$ cat src/rtl/io_write_capture.sv
// Purpose : captures CPU writes to the $E8xx I/O page into a FIFO that the Pi drains.
// Latency : a capture or pop in cycle N is visible on fifo_count/fifo_data_out in N+1.
// Backpress: none towards the CPU; a capture while full (with no pop) is dropped and sets sticky overflow.
//
// Ports
//   clk               system clock, all state changes on its rising edge
//   reset_b           asynchronous active-low reset, clears the FIFO immediately
//   bus_addr[15:0]    CPU address bus
//   bus_data_in[7:0]  CPU write data
//   bus_rw_b          CPU read/not-write (0 = write)
//   io_select         CPU is addressing the I/O page
//   cpu_write_strobe  write strobe, rising edge starts one capture
//   pi_read_strobe    Pi pop request, rising edge pops one entry
//   pi_clear_overflow one-cycle request to clear the overflow flag
//   fifo_data_out     head entry {bus_addr[7:0], data}, 16'hFFFF when empty
//   fifo_empty        FIFO holds no entries
//   fifo_count        number of stored entries (0..DEPTH)
//   overflow          sticky flag: a capture was dropped because the FIFO was full
module io_write_capture #(
  parameter int DEPTH = 16  // power of two, 4..64
) (
  input  logic                     clk,
  input  logic                     reset_b,
  input  logic [15:0]              bus_addr,
  input  logic [7:0]               bus_data_in,
  input  logic                     bus_rw_b,
  input  logic                     io_select,
  input  logic                     cpu_write_strobe,
  input  logic                     pi_read_strobe,
  input  logic                     pi_clear_overflow,
  output logic [15:0]              fifo_data_out,
  output logic                     fifo_empty,
  output logic [$clog2(DEPTH):0]   fifo_count,
  output logic                     overflow
);

  localparam int AW = $clog2(DEPTH);
  localparam logic [AW:0] FULL_CNT = (AW+1)'(DEPTH);
  localparam logic [7:0]  IO_PAGE  = 8'hE8;

  // Strobe edge history
  logic wr_stb_q;
  logic rd_stb_q;

  // FIFO state
  logic [AW-1:0] wr_ptr_q, wr_ptr_d;
  logic [AW-1:0] rd_ptr_q, rd_ptr_d;
  logic [AW:0]   count_q,  count_d;
  logic          ovf_q,    ovf_d;

  // Storage carries no reset; the empty check below masks stale contents.
  logic [15:0] mem_q [DEPTH];

  logic qualified;
  logic capture;
  logic pop_req;
  logic is_empty;
  logic is_full;
  logic do_pop;
  logic do_push;
  logic drop;

  assign qualified = io_select && !bus_rw_b && (bus_addr[15:8] == IO_PAGE);

  // Rising-edge detection: a strobe held high produces a single event.
  // Edge history follows the raw strobe so an unqualified rising edge is
  // consumed and cannot later turn into a capture mid-pulse.
  assign capture = cpu_write_strobe && !wr_stb_q && qualified;
  assign pop_req = pi_read_strobe && !rd_stb_q;

  assign is_empty = (count_q == '0);
  assign is_full  = (count_q == FULL_CNT);

  // Popping an empty FIFO is silently ignored, which also makes a
  // simultaneous capture+pop on empty a plain capture.
  assign do_pop  = pop_req && !is_empty;
  // When full, a coincident pop frees the slot the capture needs.
  assign do_push = capture && (!is_full || do_pop);
  assign drop    = capture && is_full && !do_pop;

  always_comb begin
    wr_ptr_d = wr_ptr_q;
    rd_ptr_d = rd_ptr_q;
    count_d  = count_q;
    ovf_d    = ovf_q;

    if (do_push) begin
      wr_ptr_d = wr_ptr_q + AW'(1);
    end
    if (do_pop) begin
      rd_ptr_d = rd_ptr_q + AW'(1);
    end

    unique case ({do_push, do_pop})
      2'b10:   count_d = count_q + (AW+1)'(1);
      2'b01:   count_d = count_q - (AW+1)'(1);
      default: count_d = count_q;
    endcase

    // A dropped capture wins over a coincident clear request.
    if (drop) begin
      ovf_d = 1'b1;
    end else if (pi_clear_overflow) begin
      ovf_d = 1'b0;
    end
  end

  always_ff @(posedge clk or negedge reset_b) begin
    if (!reset_b) begin
      wr_stb_q <= 1'b0;
      rd_stb_q <= 1'b0;
      wr_ptr_q <= '0;
      rd_ptr_q <= '0;
      count_q  <= '0;
      ovf_q    <= 1'b0;
    end else begin
      wr_stb_q <= cpu_write_strobe;
      rd_stb_q <= pi_read_strobe;
      wr_ptr_q <= wr_ptr_d;
      rd_ptr_q <= rd_ptr_d;
      count_q  <= count_d;
      ovf_q    <= ovf_d;
    end
  end

  always_ff @(posedge clk) begin
    if (do_push) begin
      mem_q[wr_ptr_q] <= {bus_addr[7:0], bus_data_in};
    end
  end

  assign fifo_empty    = is_empty;
  assign fifo_count    = count_q;
  assign overflow      = ovf_q;
  assign fifo_data_out = is_empty ? 16'hFFFF : mem_q[rd_ptr_q];

endmodule

$ cat config.mk
export PLATFORM = sky130hd
export DESIGN_NAME = io_write_capture
export DESIGN_NICKNAME = d
export VERILOG_FILES = /design/src/rtl/io_write_capture.sv
export SDC_FILE = /design/constraint.sdc
export NUM_CORES = 1
export LEC_CHECK = 0
export ABC_AREA = 1
export CORE_MARGIN = 8
export CORE_UTILIZATION = 60
export CTS_BUF_LIST = sky130_fd_sc_hd__clkbuf_4 sky130_fd_sc_hd__clkbuf_8
export DETAILED_ROUTE_END_ITERATION = 7
export GPL_TIMING_DRIVEN = 1
export PLACE_DENSITY_LB_ADDON = 0.15
export SLEW_MARGIN = 20
export SYNTH_ARGS = -nofsm -noshare
export SYNTH_HDL_FRONTEND = slang
export SYNTH_SLANG_ARGS = --single-unit
$ cat constraint.sdc
create_clock -name clk -period 2.75 [get_ports clk]
set_clock_uncertainty 0.2 [all_clocks]
set_input_delay 0.55 -clock clk [delete_from_list [all_inputs] [get_ports clk]]
set_output_delay 0.55 -clock clk [all_outputs]
set_load 0.05 [all_outputs]
==> flow_summary.toml <==
[global_route]
track_usage_pct = 22.6
overflow = 0
grt_max_degree = 53
grt_pass1_vias = 7256
antenna_found_initial = 0
grt_first_pass_wirelength_um = 41000

[outcome]
violations = "negative setup slack"
status = "finished, violations left"

[clock_network]
cts-root-buf = "clkbuf_8"
postCtsHoldBufs = 0
clkSlewWorstSetupHoldPaths_ns = 0.06
cts.sinks = 272
clock_latency_ns = 0.53
cts_max_level = 2
cts_tree = "built"
numCtsBuffers = 42
cts_buffer_depth = 3

[drt]
postRouteAntennaNets = 0
viasPerCell = 6.32
via_count = 7294
drc = 0
drt_pre_antenna_iters = 5
drtIter0Drc = 710
wire_per_inst_um = 24.9
wirelength_um = 28700

[timing]
finalSetupViolCount = 16
fin_crit_sh_pct = 112
finalHoldViolCount = 0
fmax_mhz = 325
slew_viol_final = 0
setup_slack_ns = -0.324
slew_headroom_pct = 44.9
rsz0062_at_grt = "yes"
fin_crit_ns = 3.07
worst_pin_slew_ns = 0.825

[setup_path]
cp-start-kind = "register"
end_kind = "output pin"
crit_slowest_cell = "dfrtp_4"
rr_worst_depth = 15
critPathRequiredTime_ns = 2.00
cp_max_fo = 11
r2r_slack_ns = 0.09
path_class = "reg2out"
cp.arrival_ns = 2.32
cp_slowest_stage_delay_ns = 0.46
cp_cell_sequence = "buf_8 > clkinv_8 > bufbuf_16 > nor2_1 > o221ai_2 > nand3_2 > nand3_4 > buf_12"
crit_start = "rd_ptr_q[0]"
rr_startpoint = "rd_ptr_q[0]"

[power]
power.density_nw_per_um2 = 1100
power_frac_comb_pct = 48.9
p_int_mw = 9.87
switching_share_pct = 38.1
max-vdd-ir-drop_mv = 1.42
seqPwrFrac_pct = 29.7
total_power_mw = 16.0
pwr-share-clk_pct = 21.3
switchingPower_mw = 6.08
leakagePower_nw = 5.10

[synthesis]
synth_area_um2 = 11100
ys_ff_latch = 272
synth_fp_nets = 800
syn_inst = 762
yosysSeqAreaShare_pct = 73.0
synth.avg_cell_area_um2 = 14.5
synth_cell_types = 30
yosysWarnings = 0

[floorplan]
die_y_um = 152
rows = 49
start_util_pct = 61.5
coreArea_um2 = 18000
die_x_um = 152
top_level_ports = 54
fp.dieArea_um2 = 23100

[finish]
area_growth_pct = 31.1
finalNetCount = 933
diodes = 0
drive_gt1_share_pct = 34.4

[place]
hpwl_um = 16400
portBuffers = 53
place_ws_ns = -0.148
place.gp.congestion = 0.912

[flow_run]
maxCapViolCount = 0

[min_path]
hold_path_class = "in2async"
critical path, delay by kind of cell (launching register included):
kind	cells	cell delay [ns]
buffers and inverters	4	0.71
flip-flops	1	0.46
AO/OA/AOI/OAI	1	0.16
AND/OR/NAND/NOR	3	0.46
what timing repair did:
| item | CTS | global route |
|---|---|---|
| setup endpoints to repair | 16 | 19 |
| pin swaps | 24 | 43 |
| resized for setup | 66 | 126 |
| gates cloned | 5 | 3 |
| buffers inserted | 22 | 8 |
kinds of logic after synthesis:
logic type | after synthesis | synth area share, %
AOI/OAI and AO/OA | 134 | 8.22
and+or+nand+nor | 200 | 8.45
buffers and inverters | 77 | 3.10
muxes | 64 | 5.78
DFF | 272 | 73.0
xor gates and xnor gates | 8 | 0.700
adders and majority gates | 7 | 0.790
sequential cells by signal, indices dropped and copies added (netlist names):
register / cells
mem_q: 256
wr_stb_q: 1
rd_stb_q: 1
rd_ptr_q: 4
fifo_count: 5
wr_ptr_q: 4
overflow: 1
path summary, 6_finish.rpt:
path                                    end
setup reg to reg                rd_ptr_q[1]
max in group asynchronous       wr_ptr_q[0]
min in group clk                   rd_stb_q
setup / recovery           fifo_data_out[1]
hold / removal                  rd_ptr_q[3]
hold reg to reg                    overflow
layout by cell type, fill, tap and decap left out, drive strengths merged:
master         Yosys  routed
mux2i             64      64
ha                 7       7
bufbuf             0       2
nor3               1       1
o21ai             70      70
edfxtp           256     256
nor4               1       1
clkbuf            25      62
nand3             63      63
inv               30      29
clkinv             1      16
nor2              90      90
o221ai            64      64
nand4              3       3
clkdlybuf4s50      0      36
nand2             42      42
dfrtp             16      16
bufinv             0       2
clkinvlp           0       1
buf               21      93
xor2               8       8
power by group through the flow:
stage | Sequential, mW | Combinational, mW | Clock [mW]
6_report | 4.74 | 7.81 | 3.41
5_1_grt | 4.75 | 8.10 | 3.62
4_1_cts | 4.75 | 6.89 | 3.43
3_5_place_dp | 4.86 | 5.83 | 0
3_3_place_gp | 4.85 | 5.73 | 0
2_1_floorplan | 4.87 | 3.38 | 0
final cells by class:
type                            instances  area [um^2]
Clock inverter                         17          128
Clock buffer                           58          736
Fill cell                             906         3490
Tap cell                              229          287
Inverter                               31          136
Multi-Input combinational cell        413         3320
Sequential cell                       272         8100
Timing Repair Buffer                  135         1830
Yosys cell counts (all sizes together):
master	count	area [um^2]
clkinv	1	3.75
nor2	90	353
nand3	63	353
mux2i	64	641
clkbuf	25	93.8
inv	30	120
nor4	1	6.26
dfrtp	16	400
nor3	1	10.0
o221ai	64	561
nand2	42	196
ha	7	87.6
nand4	3	18.8
xor2	8	77.6
buf	21	126
edfxtp	256	7690
o21ai	70	350
through the flow:
stage | cells | utilization (%) | hold WS (ns) | setup TNS [ns] | cell area [um^2]
6_report | 1155 | 80.7 | 0.257 | -3.92 | 14500
5_1_grt | 1155 | 80.7 | 0.275 | -5.01 | 14500
4_1_cts | 1151 | 77.8 | 0.253 | -4.50 | 14000
3_5_place_dp | 1049 | 69.8 | 0.326 | -28.46 | 12600
3_3_place_gp | 1049 | 69.8 | 0.327 | -23.23 | 12600
2_1_floorplan | 762 | - | 0.0544 | 0 | 11100
routing by layer:
layer / global-route usage [%] / wire length, um / vias up
met2: 38.2 / 14200 / 447
met4: 7.45 / 969 / 0
met3: 5.28 / 2780 / 87
met1: 28.3 / 10800 / 3566
li1: - / - / 3194
met5: 0 / 0 / -
(Power assumes the default switching activity.)
